File: src/rtl/legv8_pkg.sv
// Shared LEGv8 core definitions: writeback FSM states and register-file constants.
package legv8_pkg;

  typedef enum logic [1:0] {
    IDLE     = 2'd0,
    WAIT_MEM = 2'd1,
    COMMIT   = 2'd2
  } wb_state_t;

  localparam int XZR_IDX   = 31;
  localparam int REG_IDX_W = 5;

endpackage

File: src/rtl/writeback_stage.sv
// LEGv8 writeback stage: captures retiring instructions, waits for load data,
// and emits a one-cycle register-file write pulse plus a forwarding view.
module writeback_stage
  import legv8_pkg::*;
#(
  parameter int XLEN     = 64,
  parameter int ZERO_REG = XZR_IDX,
  parameter int CNT_W    = 32
) (
  input  logic                 CLK,
  input  logic                 RST_N,
  input  logic                 in_valid,
  output logic                 in_ready,
  input  logic [REG_IDX_W-1:0] in_rd,
  input  logic [XLEN-1:0]      in_alu_result,
  input  logic                 in_regwrite,
  input  logic                 in_memtoreg,
  input  logic                 mem_rvalid,
  input  logic [XLEN-1:0]      mem_rdata,
  output logic [REG_IDX_W-1:0] wreg,
  output logic [XLEN-1:0]      wdata,
  output logic                 REGWRITE,
  output logic                 fwd_valid,
  output logic [REG_IDX_W-1:0] fwd_reg,
  output logic [XLEN-1:0]      fwd_data,
  output logic [CNT_W-1:0]     retired
);

  localparam logic [REG_IDX_W-1:0] ZR = REG_IDX_W'(ZERO_REG);

  wb_state_t            state;
  logic [REG_IDX_W-1:0] rd_p0;
  logic                 regwrite_p0;
  logic                 xfer;

  assign in_ready = (state != WAIT_MEM);
  assign xfer     = in_valid && in_ready;

  // Forwarding mirrors the commit registers; only valid while a real write pulses.
  assign fwd_valid = REGWRITE;
  assign fwd_reg   = wreg;
  assign fwd_data  = wdata;

  always_ff @(posedge CLK or negedge RST_N) begin
    if (!RST_N) begin
      state       <= IDLE;
      rd_p0       <= '0;
      regwrite_p0 <= 1'b0;
      wreg        <= '0;
      wdata       <= '0;
      REGWRITE    <= 1'b0;
      retired     <= '0;
    end else begin
      REGWRITE <= 1'b0;
      if (state == COMMIT)
        retired <= retired + CNT_W'(1);
      case (state)
        IDLE, COMMIT: begin
          if (xfer) begin
            if (in_memtoreg) begin
              rd_p0       <= in_rd;
              regwrite_p0 <= in_regwrite;
              state       <= WAIT_MEM;
            end else begin
              wreg     <= in_rd;
              wdata    <= in_alu_result;
              REGWRITE <= in_regwrite && (in_rd != ZR);
              state    <= COMMIT;
            end
          end else begin
            state <= IDLE;
          end
        end
        WAIT_MEM: begin
          // Pending rd stays private until the load data arrives, so wreg/wdata hold.
          if (mem_rvalid) begin
            wreg     <= rd_p0;
            wdata    <= mem_rdata;
            REGWRITE <= regwrite_p0 && (rd_p0 != ZR);
            state    <= COMMIT;
          end
        end
        default: state <= IDLE;
      endcase
    end
  end

endmodule

File: config.mk
export PLATFORM = sky130hd
export DESIGN_NAME = writeback_stage
export DESIGN_NICKNAME = d
export VERILOG_FILES = /design/src/rtl/legv8_pkg.sv /design/src/rtl/writeback_stage.sv
export SDC_FILE = /design/constraint.sdc
export NUM_CORES = 1
export LEC_CHECK = 0
export CELL_PAD_IN_SITES_DETAIL_PLACEMENT = 1
export CELL_PAD_IN_SITES_GLOBAL_PLACEMENT = 1
export CORE_AREA = 3 3 140 142
export DETAILED_ROUTE_END_ITERATION = 16
export DIE_AREA = 0 0 143 145
export MAX_ROUTING_LAYER = met4
export PLACE_DENSITY_LB_ADDON = 0.05
export SETUP_SLACK_MARGIN = 0.02
export SLEW_MARGIN = 20
export SYNTH_ARGS = -nofsm -noshare
export SYNTH_HDL_FRONTEND = slang
export SYNTH_SLANG_ARGS = --single-unit
File: constraint.sdc
create_clock -name CLK -period 2.96 [get_ports CLK]
set_clock_uncertainty 0.1 [all_clocks]
set_input_delay 0.592 -clock CLK [delete_from_list [all_inputs] [get_ports CLK]]
set_output_delay 0.592 -clock CLK [all_outputs]
set_load 0.01 [all_outputs]
==> impl_summary.txt, run 1 <==
----------------------------------------------------
[Run status]
  Run status ... completed

[Setup path]
  CP Data Required Time ... roughly 2300 ps
  Crit path arrival time ... 1780 ps
  Critical path launch point type ... register
  Cell type group with the largest total delay on the critical path ... buffers and inverters
  Worst R2R Start ... retired[0]
  Category of the worst setup path capture point ... output pin
  Number of buffer and inverter instances along the worst setup path ... 2
  Maximum net fanout on the critical path ... 7
  R2R setup slack ... approximately 840 ps
  Crit path max-delay cell type ... clkdlybuf4s50_1
  Kind of critical path ... reg2out
  Cells on worst reg2reg path ... 5
  Capturing point of the worst reg2reg path ... retired[22]
  Worst path cell trace ... nor2b_4 -> inv_1 -> clkdlybuf4s50_1
  Largest stage delay, worst path ... around 630 ps

[Floorplan]
  Vertical die dimension ... around 150 um
  Die Wd ... 143 um
  Number of rows created at floorplan ... 50
  Effective utilization at floorplan ... 0.2978
  Standard cell core area ... approximately 19000 um2
  I/O pin count ... 312
  Die area ... ~21000 um2

[Yosys]
  Sequential-to-total area share from yosys stat ... 0.4975
  Post-synth design cell area ... roughly 5500 um2
  FFs w/ async S/R, synth ... 1.000
  Area share of the leading cell type in the synthesized netlist ... 0.4975
  Top cells by area in the synthesized netlist ... dfrtp_1 (50%), mux2i_1 (12%), buf_4 (9.8%)
  Number of warnings issued by yosys ... 0
  Number of distinct library cell variants in the gate-level netlist after synthesis ... 33
  Synth Instances ... about 520
  Number of synthesized flops with an enable pin ... 0
  Library cell occupying the most area in the post-synthesis netlist ... dfrtp_1
  Net Count, Synth ... around 660
  Average cell area after synthesis ... 10.58 um2
  Most common flop cell mapped by yosys ... dfrtp_1
  Number of synthesized register bits ... 110

[GRT]
  Global-route wire length before repair ... ~28000 um
  Overall Global Routing Usage ... 0.1799
  Remaining Overflow, GRT ... 0
  Maximum number of pins on one net before global-route repair ... 140
  Antenna violations before repair ... 0
  Via count of the first global-routing pass ... 5183

[Drt]
  Vias/cell ... ~4.5
  DRC errors left ... 0
  Count of nets left with antenna violations after detail routing ... 0
  Wirelength per Cell ... about 18 um
  Pre-antenna DRT Iters ... 4
  Via total after detailed routing ... approximately 4500
  Wire length after detailed routing ... ~18000 um
  Number of design-rule violations left by the first detailed-router iteration ... roughly 130

[Timing]
  Hold Fails Final Rpt ... 0
  Fin crit share ... 0.8337
  Timing-limited maximum frequency ... roughly 410 MHz
  RSZ-0062 raised after global routing ... no
  Final number of max-transition violations ... 0
  Post-layout min period ... 2468 ps
  Setup violators final ... 0
  Total Negative Setup Slacks ... 0 ps
  Worst relative slew slack ... 0.5723
  Slew at the pin closest to its max-slew limit ... roughly 640 ps

[Layout]
  Final design area excluding fillers ... 8631 um2
  Number of antenna diodes ... 0
  Combined area of the multi-input logic cells ... ~2100 um2
  Final cell utilization of the core ... 0.4645
  Fillcell total ... ~2000
  Nets@finish ... between 800 and 900
  Syn-to-layout area delta ... 55.99%
  Number of flip-flops under the largest register name ... 64
  Share of final-layout standard cells stronger than drive strength 1 ... 0.04480
  Storage cell area ... around 2800 um2
  Non-filler instance count after layout ... around 990

[CTS]
  Worst-skew pair later-pin latency ... 350 ps
  Clock tree sinks ... between 100 and 150
  Total of hold buffers inserted after clock tree synthesis ... 0
  Clock-pin slew reported for the worst setup and hold paths after clock tree synthesis ... around 80 ps
  Number of buffers created by CTS ... 9
  CTS HTree Levels ... 3
  CTS tree ... yes
  Bufs on Longest Clock Path ... 2
  Setup Fix Bufs, Post-CTS ... 0
  Buffer cell driving the clock tree root ... clkbuf_16
  Number of gates resized after CTS ... 0

[Power]
  Cell area power density ... around 630 nW/um2
  Leakage Power ... approximately 3.6 nW
  Worst ir drop on vdd ... between 0.0002 and 0.0003 V

[Place]
  Estimated wirelength of the detail-placed design ... 13970 um
  Number of placed instances with taps included ... just under 1000
  Weighted congestion at the end of routability-driven global placement ... around 0.73
  Port-buffer cells ... a little over 300
  Placed inst area ... between 8000 and 9000 um2

[Min path]
  Class of the tightest hold or removal check ... in2async

[Flow run]
  Max-capacitance violation count ... 0

----------------------------------------------------
[final cells by class]
type | instances | area share
Timing Repair Buffer | 315 | 0.3682
Sequential cell | 110 | 0.3189
Multi-Input combinational cell | 316 | 0.2460
Tap cell | 234 | 0.03392
Clock buffer | 10 | 0.02769
Clock inverter | 6 | 0.004349
Inverter | 2 | 0.0008698
[Yosys cell counts, types with 3 or more instances]
master / instances
buf_4: 72
o21ai_1: 3
mux2i_1: 69
o21ai_0: 67
mux2_2: 7
nor2_1: 5
nand2_1: 82
nand4_1: 9
and3_1: 7
clkbuf_1: 4
clkbuf_2: 3
xnor2_1: 22
nor3_1: 3
nand3_1: 14
dfrtp_1: 110
buf_2: 15
and4_1: 3
xor2_1: 9
[report_power, final]
part           switching (mW)  internal (mW)
combinational           0.847           1.28
clock                   0.559          0.590
sequential              0.338           1.81
total                    1.74           3.68
[cell families after synthesis]
kind of cell / count (synthesis) / synth area share
AO/OA/AOI/OAI: 72 / 0.06875
XOR/XNOR: 31 / 0.04907
adder cells (fa/ha/maj): 1 / 0.002261
buffers and inverters: 97 / 0.1201
flip-flops: 110 / 0.4975
multiplexers: 76 / 0.1391
AND/OR/NAND/NOR: 136 / 0.1232
[through the flow]
step           setup slack, ps  total power, mW  hold WS, ps
3_5_place_dp             673.5            4.345        363.7
4_1_cts                  440.5            5.527        123.0
6_report                 492.2            5.427        109.3
5_1_grt                  383.5            5.752        135.9
3_3_place_gp             771.4            4.297        364.3
2_1_floorplan             1147            3.155        196.4
[per-layer routing]
layer | GRT usage | vias up | routed length, um
li1 | - | 2163 | -
met1 | 0.2049 | 2156 | 7184
met2 | 0.3097 | 172 | 9392
met3 | 0.04252 | 18 | 1068
met4 | 0.05894 | 0 | 346
met5 | - | - | 0
[placed cells by master, fill, tap and decap left out, types with 9 or more instances in the layout]
master           netlist  layout
o21ai_0               67      67
xor2_1                 9       9
clkbuf_16              0       9
mux2i_1               69      69
nand4_1                9       9
nand3_1               14      14
clkdlybuf4s50_1        0     310
xnor2_1               22      22
dfrtp_1              110     110
nand2_1               82      82
[worst max-delay path by stage]
stage	cells after the start	startpoint	end	slack [ps]
after floorplan	5	retired[0]	retired[22]	1150
after global placement	5	in_memtoreg	fwd_data[10]	770
after detailed placement	5	in_memtoreg	fwd_data[11]	670
after CTS	3	state[0]	in_ready	440
after global routing	3	state[0]	in_ready	380
final	3	state[0]	in_ready	490
[worst reg2reg max path: cells and delay by family (launching register included)]
kind                       cells  cell delay [ps]
DFF                            1              440
adders and majority gates      1              270
xor gates and xnor gates       1              170
and+or+nand+nor                3             1020
No activity file was read; power rests on OpenSTA's default activity.
==> inputs of run 2 (changes only) <==
--- a/config.mk
+++ b/config.mk
@@ -7,9 +7,9 @@
 export LEC_CHECK = 0
 export CELL_PAD_IN_SITES_DETAIL_PLACEMENT = 1
 export CELL_PAD_IN_SITES_GLOBAL_PLACEMENT = 1
-export CORE_AREA = 3 3 140 142
+export CORE_AREA = 3 3 145 147
 export DETAILED_ROUTE_END_ITERATION = 16
-export DIE_AREA = 0 0 143 145
+export DIE_AREA = 0 0 148 150
 export MAX_ROUTING_LAYER = met4
 export PLACE_DENSITY_LB_ADDON = 0.05
 export SETUP_SLACK_MARGIN = 0.02
==> constraint.sdc (replaced) <==
create_clock -name CLK -period 2.35 [get_ports CLK]
set_clock_uncertainty 0.1 [all_clocks]
set_input_delay 0.47 -clock CLK [delete_from_list [all_inputs] [get_ports CLK]]
set_output_delay 0.47 -clock CLK [all_outputs]
set_load 0.01 [all_outputs]
==> run 2 against run 1 <==
Against the previous run:
- worst setup slack lost 250 ps
- sequential power grew 26%
- cell count grew 3.7%
- non-clock buffer count grew 3
- worst hold slack lost 43 ps
- first-iteration DRC count grew 16%
==> impl_summary.txt, run 2 (synthesized netlist as in run 1, its figures left out) <==
----------------------------------------------------
[Setup path]
  Cells on worst reg2reg path ... 5
  Crit path arrival time ... 2230 ps
  Maximum net fanout on the critical path ... 26
  Kind of critical path ... reg2reg
  Number of buffer and inverter instances along the worst setup path ... 2
  Category of the worst setup path capture point ... register
  CP Data Required Time ... around 2500 ps
  Critical path launch point type ... register
  Critical path depth in cells ... 5
  Crit path max-delay cell type ... dfrtp_2
  CP most frequent cell ... buf_4
  Largest stage delay, worst path ... 450 ps
  Cell type group with the largest total delay on the critical path ... buffers and inverters
  Worst path cell trace ... nor2b_4 -> buf_4 -> buf_4 -> mux2i_1 -> o21ai_0

[Floorplan]
  Number of rows created at floorplan ... 52
  Vertical die dimension ... roughly 150 um
  Standard cell core area ... 20040 um2
  I/O pin count ... roughly 310
  Die area ... ~22000 um2
  Die Wd ... roughly 150 um
  Effective utilization at floorplan ... 0.2761

[Drt]
  Count of nets left with antenna violations after detail routing ... 0
  Wirelength per Cell ... 17.50 um
  Number of design-rule violations left by the first detailed-router iteration ... 150
  DRC errors left ... 0
  Wire length after detailed routing ... between 15000 and 20000 um
  Pre-antenna DRT Iters ... 4
  Via total after detailed routing ... about 4500
  Vias/cell ... about 4.4

[Timing]
  Hold Fails Final Rpt ... 0
  Final number of max-transition violations ... 0
  Setup violators final ... 0
  RSZ-0062 raised after global routing ... no
  Timing-limited maximum frequency ... roughly 470 MHz
  Post-layout min period ... approximately 2100 ps
  Slew at the pin closest to its max-slew limit ... between 600 and 700 ps
  Total Negative Setup Slacks ... 0 ps
  Worst relative slew slack ... 0.5822
  Fin crit share ... 0.8979

[GRT]
  Remaining Overflow, GRT ... 0
  Via count of the first global-routing pass ... about 5000
  Global-route wire length before repair ... around 28000 um
  Antenna violations before repair ... 0
  Maximum number of pins on one net before global-route repair ... approximately 110
  Overall Global Routing Usage ... 0.1652

[Flow run]
  Max-capacitance violation count ... 0

[Power]
  Cell area power density ... around 790 nW/um2
  Leakage Power ... 3.623 nW
  Worst ir drop on vdd ... around 0.00033 V

[Run status]
  Run status ... completed

[CTS]
  Worst-skew pair later-pin latency ... 340 ps
  Clock-pin slew reported for the worst setup and hold paths after clock tree synthesis ... ~70 ps
  Clock tree sinks ... 110
  Bufs on Longest Clock Path ... 2
  Buffer cell driving the clock tree root ... clkbuf_16
  CTS HTree Levels ... 3
  Setup Fix Bufs, Post-CTS ... 0
  CTS tree ... yes
  Total of hold buffers inserted after clock tree synthesis ... 0
  Number of buffers created by CTS ... 9

[Place]
  Weighted congestion at the end of routability-driven global placement ... around 0.75
  Estimated wirelength of the detail-placed design ... between 10000 and 15000 um
  Placed inst area ... ~8400 um2
  Port-buffer cells ... roughly 310

[Min path]
  Class of the tightest hold or removal check ... in2async

[Layout]
  Most frequent cells in the layout ... clkdlybuf4s50_1 (309), dfrtp_1 (109), nand2_1 (82)
  Number of antenna diodes ... 0
  Syn-to-layout area delta ... 57.26%
  Nets@finish ... approximately 900
  Share of final-layout standard cells stronger than drive strength 1 ... 0.04605
  Final design area excluding fillers ... just under 9000 um2
  Number of flip-flops under the largest register name ... 64
  Leading cell type in the layout, fill and taps excluded ... clkdlybuf4s50_1

----------------------------------------------------
## run 2: cell type report
| cell class | count | area [um2] |
|---|---|---|
| Multi-Input combinational cell | 316 | 2123 |
| Fill cell | 2244 | 11340 |
| Clock inverter | 1 | 5.005 |
| Clock buffer | 13 | 270.3 |
| Tap cell | 270 | 337.8 |
| Sequential cell | 110 | 2754 |
| Timing Repair Buffer | 318 | 3203 |
| Inverter | 2 | 7.507 |
## run 2: what timing repair did
item	4_1_cts	5_1_grt
setup endpoints to repair	1	1
gates resized for setup	1	1
pin swaps	0	0
## run 2: per-layer routing
layer | up-vias | GRT usage | share of wire
li1 | 2169 | - | -
met1 | 2174 | 0.1870 | 0.39
met2 | 167 | 0.2896 | 0.53
met3 | 6 | 0.05209 | 0.069
met4 | 0 | 0.03326 | 0.0067
met5 | - | - | 0
## run 2: through the flow
step	power, mW	util	cells	hold slack [ps]	setup slack [ps]
after global placement	5.424	0.4203	1016	362.8	115.2
after global routing	7.270	0.4342	1030	117.1	84.54
after CTS	6.982	0.4341	1030	131.5	44.01
final	6.837	0.4342	1030	66.63	239.9
after detailed placement	5.473	0.4203	1016	367.5	54.51
after floorplan	3.973	-	523	74.41	536.8
## run 2: worst paths after layout
path	from	to	slack, ps
min	RST_N	retired[9]	70
min reg2reg	retired[31]	retired[31]	370
max in group asynchronous	RST_N	state[0]	1570
max reg2reg	state[0]	fwd_data[43]	240
min in group CLK	retired[31]	retired[31]	370
max	state[0]	fwd_data[43]	240
## run 2: power by group
| group | total (mW) | switching (mW) | internal, mW |
|---|---|---|---|
| Clock | 1.45 | 0.659 | 0.795 |
| Sequential | 2.70 | 0.415 | 2.28 |
| Combinational | 2.69 | 1.07 | 1.62 |
| Total | 6.84 | 2.14 | 4.70 |
